===== config.mk =====
export PLATFORM = sky130hd
export DESIGN_NAME = mips_instr_encoder
export DESIGN_NICKNAME = d
export VERILOG_FILES = /design/src/rtl/mips_enc_pkg.sv /design/src/rtl/mips_instr_encoder_fifo.sv /design/src/rtl/mips_instr_encoder.sv
export SDC_FILE = /design/constraint.sdc
export NUM_CORES = 1
export LEC_CHECK = 0
export CAP_MARGIN = 20
export CORE_MARGIN = 4
export CORE_UTILIZATION = 50
export DETAILED_ROUTE_END_ITERATION = 6
export PLACE_DENSITY = 0.77
export SLEW_MARGIN = 0
export SYNTH_ARGS = -nofsm -noshare
export SYNTH_HDL_FRONTEND = slang
export SYNTH_HIERARCHICAL = 1
export SYNTH_SLANG_ARGS = --single-unit
export TNS_END_PERCENT = 100

===== constraint.sdc =====
create_clock -name clk -period 8.6 [get_ports clk]
set_input_delay 0.86 -clock clk [delete_from_list [all_inputs] [get_ports clk]]
set_output_delay 0.86 -clock clk [all_outputs]
set_load 0.02 [all_outputs]

===== src/rtl/mips_enc_pkg.sv =====
// Shared MIPS-32 encoder constants: mnemonic codes, opcode/funct values and
// loader FSM states. The decoder bench imports the same definitions.
package mips_enc_pkg;

    typedef enum logic [4:0] {
        MN_NOP   = 5'd0,
        MN_ADD   = 5'd1,
        MN_ADDU  = 5'd2,
        MN_SUB   = 5'd3,
        MN_SUBU  = 5'd4,
        MN_AND   = 5'd5,
        MN_OR    = 5'd6,
        MN_XOR   = 5'd7,
        MN_SLT   = 5'd8,
        MN_SLTU  = 5'd9,
        MN_SLL   = 5'd10,
        MN_SRL   = 5'd11,
        MN_SRA   = 5'd12,
        MN_ADDI  = 5'd13,
        MN_ADDIU = 5'd14,
        MN_SLTI  = 5'd15,
        MN_SLTIU = 5'd16,
        MN_ANDI  = 5'd17,
        MN_ORI   = 5'd18,
        MN_XORI  = 5'd19,
        MN_LW    = 5'd20,
        MN_SW    = 5'd21,
        MN_BEQ   = 5'd22,
        MN_BNE   = 5'd23,
        MN_J     = 5'd24
    } mnem_t;

    localparam logic [5:0] OP_RTYPE = 6'b000000;
    localparam logic [5:0] OP_ADDI  = 6'b001000;
    localparam logic [5:0] OP_ADDIU = 6'b001001;
    localparam logic [5:0] OP_SLTI  = 6'b001010;
    localparam logic [5:0] OP_SLTIU = 6'b001011;
    localparam logic [5:0] OP_ANDI  = 6'b001100;
    localparam logic [5:0] OP_ORI   = 6'b001101;
    localparam logic [5:0] OP_XORI  = 6'b001110;
    localparam logic [5:0] OP_LW    = 6'b100011;
    localparam logic [5:0] OP_SW    = 6'b101011;
    localparam logic [5:0] OP_BEQ   = 6'b000100;
    localparam logic [5:0] OP_BNE   = 6'b000101;
    localparam logic [5:0] OP_J     = 6'b000010;

    localparam logic [5:0] FN_ADD  = 6'b100000;
    localparam logic [5:0] FN_ADDU = 6'b100001;
    localparam logic [5:0] FN_SUB  = 6'b100010;
    localparam logic [5:0] FN_SUBU = 6'b100011;
    localparam logic [5:0] FN_AND  = 6'b100100;
    localparam logic [5:0] FN_OR   = 6'b100101;
    localparam logic [5:0] FN_XOR  = 6'b100110;
    localparam logic [5:0] FN_SLT  = 6'b101010;
    localparam logic [5:0] FN_SLTU = 6'b101011;
    localparam logic [5:0] FN_SLL  = 6'b000000;
    localparam logic [5:0] FN_SRL  = 6'b000010;
    localparam logic [5:0] FN_SRA  = 6'b000011;

    typedef enum logic [1:0] {
        ST_IDLE,
        ST_LOAD,
        ST_DRAIN,
        ST_DONE
    } state_t;

endpackage


===== src/rtl/mips_instr_encoder_fifo.sv =====
// Synchronous show-ahead FIFO (module enc_fifo): the head word is visible on
// popData whenever empty is low. DEPTH must be a power of two.
module enc_fifo #(
    parameter int DEPTH = 4,
    parameter int WIDTH = 32
) (
    input  logic             clk,
    input  logic             rst,
    input  logic             push,
    input  logic [WIDTH-1:0] pushData,
    input  logic             pop,
    output logic [WIDTH-1:0] popData,
    output logic             full,
    output logic             empty
);

    localparam int PW = $clog2(DEPTH);

    logic [WIDTH-1:0] mem [DEPTH];
    logic [PW:0]      wrPtr;
    logic [PW:0]      rdPtr;

    // Pointers carry one extra wrap bit so full and empty are distinguishable.
    always_ff @(posedge clk) begin
        if (rst) begin
            wrPtr <= '0;
            rdPtr <= '0;
        end else begin
            if (push && !full)
                wrPtr <= wrPtr + 1'b1;
            if (pop && !empty)
                rdPtr <= rdPtr + 1'b1;
        end
    end

    always_ff @(posedge clk) begin
        if (push && !full)
            mem[wrPtr[PW-1:0]] <= pushData;
    end

    assign popData = mem[rdPtr[PW-1:0]];
    assign empty   = (wrPtr == rdPtr);
    assign full    = (wrPtr[PW] != rdPtr[PW]) && (wrPtr[PW-1:0] == rdPtr[PW-1:0]);

endmodule


===== src/rtl/mips_instr_encoder.sv =====
// Symbolic MIPS-32 instruction encoder and instruction-memory loader.
// Optional build macro ENC_ILLEGAL_CHECK_EN drops malformed instructions and flags err.
module mips_instr_encoder
    import mips_enc_pkg::*;
#(
    parameter int FIFO_DEPTH = 4,
    parameter int ADDR_W     = 8,
    parameter int BASE_ADDR  = 0
) (
    input  logic              clk,
    input  logic              rst,
    input  logic              start,
    input  logic              flush,
    input  logic              in_valid,
    output logic              in_ready,
    input  logic [4:0]        in_mnem,
    input  logic [4:0]        in_rs,
    input  logic [4:0]        in_rt,
    input  logic [4:0]        in_rd,
    input  logic [4:0]        in_shamt,
    input  logic [15:0]       in_imm,
    input  logic [25:0]       in_target,
    output logic              imem_we,
    input  logic              imem_ready,
    output logic [ADDR_W-1:0] imem_addr,
    output logic [31:0]       imem_wdata,
    output logic              busy,
    output logic              done,
    output logic              wrap,
    output logic              err,
    output logic [ADDR_W:0]   word_cnt
);

    // Field forcing: arithmetic R-types drop shamt, shifts drop rs.
    function automatic logic [31:0] encodeWord(input logic [4:0] mnem, input logic [4:0] rs,
            input logic [4:0] rt, input logic [4:0] rd, input logic [4:0] shamt,
            input logic [15:0] imm, input logic [25:0] target);
        logic [31:0] arith;
        logic [31:0] shift;
        arith = {OP_RTYPE, rs, rt, rd, 5'd0, 6'd0};
        shift = {OP_RTYPE, 5'd0, rt, rd, shamt, 6'd0};
        case (mnem)
            MN_ADD:   return arith | {26'd0, FN_ADD};
            MN_ADDU:  return arith | {26'd0, FN_ADDU};
            MN_SUB:   return arith | {26'd0, FN_SUB};
            MN_SUBU:  return arith | {26'd0, FN_SUBU};
            MN_AND:   return arith | {26'd0, FN_AND};
            MN_OR:    return arith | {26'd0, FN_OR};
            MN_XOR:   return arith | {26'd0, FN_XOR};
            MN_SLT:   return arith | {26'd0, FN_SLT};
            MN_SLTU:  return arith | {26'd0, FN_SLTU};
            MN_SLL:   return shift | {26'd0, FN_SLL};
            MN_SRL:   return shift | {26'd0, FN_SRL};
            MN_SRA:   return shift | {26'd0, FN_SRA};
            MN_ADDI:  return {OP_ADDI,  rs, rt, imm};
            MN_ADDIU: return {OP_ADDIU, rs, rt, imm};
            MN_SLTI:  return {OP_SLTI,  rs, rt, imm};
            MN_SLTIU: return {OP_SLTIU, rs, rt, imm};
            MN_ANDI:  return {OP_ANDI,  rs, rt, imm};
            MN_ORI:   return {OP_ORI,   rs, rt, imm};
            MN_XORI:  return {OP_XORI,  rs, rt, imm};
            MN_LW:    return {OP_LW,    rs, rt, imm};
            MN_SW:    return {OP_SW,    rs, rt, imm};
            MN_BEQ:   return {OP_BEQ,   rs, rt, imm};
            MN_BNE:   return {OP_BNE,   rs, rt, imm};
            MN_J:     return {OP_J, target};
            default:  return 32'h0000_0000;
        endcase
    endfunction

`ifdef ENC_ILLEGAL_CHECK_EN
    function automatic logic isLegal(input logic [4:0] mnem, input logic [4:0] rs,
            input logic [4:0] shamt);
        if (mnem > 5'(MN_J))
            return 1'b0;
        if (mnem >= 5'(MN_ADD) && mnem <= 5'(MN_SLTU))
            return shamt == 5'd0;
        if (mnem >= 5'(MN_SLL) && mnem <= 5'(MN_SRA))
            return rs == 5'd0;
        return 1'b1;
    endfunction
`endif

    state_t      state;
    logic        fifoFull;
    logic        fifoEmpty;
    logic        accept;
    logic        push;
    logic        pop;
    logic [31:0] encWord;
    logic [31:0] fifoHead;

    assign encWord = encodeWord(in_mnem, in_rs, in_rt, in_rd, in_shamt, in_imm, in_target);
    assign accept  = in_valid && in_ready;
`ifdef ENC_ILLEGAL_CHECK_EN
    assign push    = accept && isLegal(in_mnem, in_rs, in_shamt);
`else
    assign push    = accept;
`endif
    assign pop     = !fifoEmpty && imem_ready;

    enc_fifo #(
        .DEPTH (FIFO_DEPTH),
        .WIDTH (32)
    ) uFifo (
        .clk      (clk),
        .rst      (rst),
        .push     (push),
        .pushData (encWord),
        .pop      (pop),
        .popData  (fifoHead),
        .full     (fifoFull),
        .empty    (fifoEmpty)
    );

    assign in_ready   = (state == ST_LOAD) && !fifoFull;
    assign imem_we    = !fifoEmpty;
    assign imem_wdata = fifoEmpty ? 32'h0000_0000 : fifoHead;
    assign busy       = (state != ST_IDLE);
    assign done       = (state == ST_DONE);

    // Session control plus write-address bookkeeping; a new session clears the
    // address, counter and sticky flags, overriding any same-cycle update.
    always_ff @(posedge clk) begin
        if (rst) begin
            state     <= ST_IDLE;
            imem_addr <= ADDR_W'(BASE_ADDR);
            word_cnt  <= '0;
            wrap      <= 1'b0;
            err       <= 1'b0;
        end else begin
            if (pop) begin
                imem_addr <= imem_addr + 1'b1;
                word_cnt  <= word_cnt + 1'b1;
                if (&imem_addr)
                    wrap <= 1'b1;
            end
`ifdef ENC_ILLEGAL_CHECK_EN
            if (accept && !push)
                err <= 1'b1;
`endif
            case (state)
                ST_IDLE: begin
                    if (start) begin
                        state     <= ST_LOAD;
                        imem_addr <= ADDR_W'(BASE_ADDR);
                        word_cnt  <= '0;
                        wrap      <= 1'b0;
                        err       <= 1'b0;
                    end
                end
                ST_LOAD:  if (flush) state <= ST_DRAIN;
                ST_DRAIN: if (fifoEmpty) state <= ST_DONE;
                default:  state <= ST_IDLE;
            endcase
        end
    end

endmodule


==> results by stage <==
Cells and area:
- The final layout net count is 700.
- The area taken by multi-input logic gates is roughly 2500 um2.
- The area taken by flip-flops and latches is roughly 4400 um2.
- The number of antenna diodes in the final layout is 0.
- The share of cells above drive strength 1 is 0.1224.
- Compared with the post-synthesis result, the final layout area differs by 28.06%.
- Measured on the finished design, the core utilization comes to 0.6533.
- The filler cells instantiated in the layout total 989.

Drt:
- The number of remaining DRC errors is 0.
- Detailed routing placed a total of 786 um of wire on met3.
- The pre-antenna-repair detailed-routing pass consisted of 5 iterations.
- Detailed routing placed a total of ~8000 um of wire on met2.
- The violation count after the first detailed-routing iteration is 343.
- The routed length per placed instance is roughly 19 um.
- The routed length on met1 is 6347 um.
- After detailed routing, the number of vias per cell comes to ~5.7.
- The count of nets left with antenna violations once routing finished came out at 0.
- The top metal layer carrying routed signals is met4.
- The final route contains 4,602 vias.
- The total wire length after detailed routing is between 15,000 and 20,000 um.

STA:
- At the pin with the least slew margin, the transition time is roughly 1 ns.
- Hold is met by roughly 0.51 ns.
- The setup violation total in the final timing report is 0.
- Setup repair after global routing left no endpoint under its margin.
- After layout, the minimum clock period comes to around 4.2 ns.
- Derived from the worst setup path, the maximum achievable clock frequency is ~240 MHz.
- The total count of hold-check failures in the final report is 0.
- The post-route setup TNS is 0 ns.
- The share of the clock period used by the worst path is 0.4907.
- Headroom to the max-slew limit came out at 0.3352.
- The count of pins over their slew limit is 0.
- The clock tree skew after final layout is between 0.01 and 0.015 ns.

Worst setup path:
- Grouping stages by cell kind, the critical path spends the most delay in simple AND/OR/NAND/NOR gates.
- The worst-path cell with the longest stage delay is sky130_fd_sc_hd__nor2_4.
- In this design, the stage delay of the slowest critical-path cell is roughly 0.82 ns.
- The slack of the worst reg-to-reg path is between 5 and 6 ns.
- The worst register-to-register path begins at uFifo/rdPtr[0].
- In this run the number of cells on the critical path is 5.
- The kind of start point of the critical path is a register.
- The startpoint-to-endpoint class of the critical path is register to output port.
- The worst setup path is captured at an output port.
- In this run the critical register-to-register path is captured at uFifo/rdPtr[0].
- The endpoint required time on the critical path is 7.74 ns.
- The sum of buffers and inverters on the critical path is 1.
- Measured in cells, the most critical reg-to-reg path has a length of 8.
- The biggest fanout along the worst timing path is 37.
- The critical path goes through xnor2_1 > nand2_1 > nor2_4 > nor2b_1 > clkdlybuf4s50_1.
- At the worst endpoint, the arrival time is between 3 and 4 ns.

Place:
- The final weighted congestion in routability-driven placement is 0.8451.
- Detailed placement finished with a half-perimeter wire length of approximately 10,000 um.
- Input and output buffers added on the ports amount to 126.

Synthesis:
- The commonest cells after synthesis are 128 x sky130_fd_sc_hd__edfxtp_1, 40 x sky130_fd_sc_hd__nand2_1, 40 x sky130_fd_sc_hd__nor2b_1, 32 x sky130_fd_sc_hd__mux4_2.
- The count of flip-flops with a built-in enable after synthesis is 128.
- The sequential fraction of the synthesis area is 0.6243.
- Yosys printed 6 warnings.
- Yosys attributes the largest share of cell area to sky130_fd_sc_hd__edfxtp_1 54%, sky130_fd_sc_hd__mux4_2 10%, sky130_fd_sc_hd__dfxtp_1 7.9%.
- Averaged over all synthesized cells, the footprint is approximately 14 um2.
- Synthesis instantiated 53 different standard cells from the library.
- For this run, asynchronously set or reset flops after synthesis account for 0.
- In this run the cell area of the synthesized design comes to a little over 7000 um2.
- In the synthesized netlist, the number of instances is around 490.
- Among all flip-flop cells after synthesis, the most frequent one is sky130_fd_sc_hd__edfxtp_1.
- Among all cell types in the netlist, the one instantiated most often is sky130_fd_sc_hd__edfxtp_1.
- The largest total area in the synthesized netlist belongs to sky130_fd_sc_hd__edfxtp_1.
- The number of storage elements in the synthesis netlist is approximately 160.
- The share of synthesized area in the top cell type comes to 0.5449.

GRT:
- The first global-routing pass estimated roughly 24,000 um of wire.
- The number of global-route vias before repair is around 4.7k.
- For this run, the total global-route usage over all layers was measured as 0.1960.
- Entering global routing, the biggest net connects 38 pins.
- The leftover overflow at the end of global routing is 0.
- The initial antenna violation count was 0.

Clock network:
- For this design, the sink count on the clock tree is 156.
- The number of gates resized after CTS was 0.
- The clock input transition at the sequential cells of the worst setup and hold paths is about 0.06 ns.
- The worst-skew pair later-pin latency is approximately 0.42 ns.
- The number of hold buffers added after CTS was 0.
- The total CTS buffers is 17.
- The clock tree from TritonCTS is built.
- The number of setup buffers added after CTS is 0.
- The total number of H-tree levels is 4.
- The CTS root buffer is sky130_fd_sc_hd__clkbuf_16.
- The longest clock path from root to sink contains 2 buffers.

Hold path:
- The count of cells along the worst hold path is 2.
- The type of the most critical hold path is register to register.
- The worst hold path terminates at wrap.
- The start point of the worst hold path is wrap.

Die:
- For this configuration, the core starts out at a cell density of 0.5102.
- The number of ports placed on the die boundary is between 100 and 150.
- The overall die area is 16,070 um2.
- The floorplan step set the die height to around 130 um.
- In this run the horizontal extent of the chip is between 100 and 150 um.
- The core region is 13,830 um2.
- After floorplanning, the core was divided into 43 placement rows.

Run status:
- The flow ran to the end, and the final reports show no timing, DRC or antenna violations.

Flow run:
- The max-cap violation count is 0.

Power:
- In this run the static leakage power is ~0.0030 uW.
- The cell area power density is between 200 and 250 nW/um2.
- The design draws 2167 uW.
- The maximum vdd ir drop is roughly 0.15 mV.
[how the worst max path moves through the flow]
stage	startpoint	slack, ns	to
global placement	uFifo/rdPtr[0]	4.91	imem_wdata[19]
CTS	uFifo/wrPtr[0]	4.38	imem_wdata[29]
finish	uFifo/rdPtr[0]	4.38	imem_wdata[29]
floorplan	uFifo/rdPtr[1]	4.92	uFifo/mem[3][0]
detailed placement	uFifo/wrPtr[0]	4.84	imem_wdata[19]
global route	uFifo/rdPtr[0]	4.16	imem_wdata[29]
[logic make-up (layout without fill, tap and decap cells)]
logic type / count (synthesis) / after routing / share of synthesized area
flops: 156 / 156 / 0.6243
simple gates: 149 / 149 / 0.1096
compound gates: 77 / 77 / 0.08141
buf+inv: 43 / 175 / 0.03175
mux: 36 / 36 / 0.1080
xor+xnor: 20 / 20 / 0.02483
fa+ha+maj: 11 / 11 / 0.01951
other cells: 1 / 5 / 0.0005316
[tightest hold or removal path, stage by stage (launching register included)]
cell                      delay, ns
sky130_fd_sc_hd__dfxtp_1       0.34
sky130_fd_sc_hd__a31oi_1       0.05
sky130_fd_sc_hd__nor2_1        0.08
[state kept, by name, summed over array words and instances (netlist names), named ones only]
signal / cells
imem_addr: 8
state: 2
uFifo/mem: 128
uFifo/rdPtr: 3
uFifo/wrPtr: 3
word_cnt: 9
wrap: 1
[layout make-up]
cell class              count  area share
inverters                  14    0.005817
flip-flops and latches    156      0.4878
clock buffers              17     0.04709
clock inverters            15     0.01911
multi-input cells         298      0.2731
repair buffers            129      0.1421
well taps                 180     0.02493
[power breakdown]
group	total [uW]	internal [uW]	switching (uW)
clock	748	455	293
sequential	900	878	22.4
combinational	519	237	283
[per-stage QoR]
step / area (um2) / setup slack [ns] / instances
after floorplan: 7069 / 4.923 / 497
after global placement: 8428 / 4.912 / 776
after detailed placement: 8428 / 4.839 / 776
after CTS: 9026 / 4.384 / 808
after global routing: 9034 / 4.159 / 809
final: 9034 / 4.380 / 809
[cells in the final DEF (no fill, tap or decap), drive strengths merged, types with 15 or more instances in the layout]
cell type,count
inv,15
nand2,40
mux4,32
edfxtp,128
nor2,29
clkbuf,17
dfxtp,28
clkdlybuf4s50,126
nor2b,40
[layer usage]
layer,up-vias,global-route usage
li1,2137,-
met1,2295,0.2477
met2,152,0.3303
met3,18,0.04674
met4,0,0.07256
met5,-,0
Power figures use the tool's default switching activity.
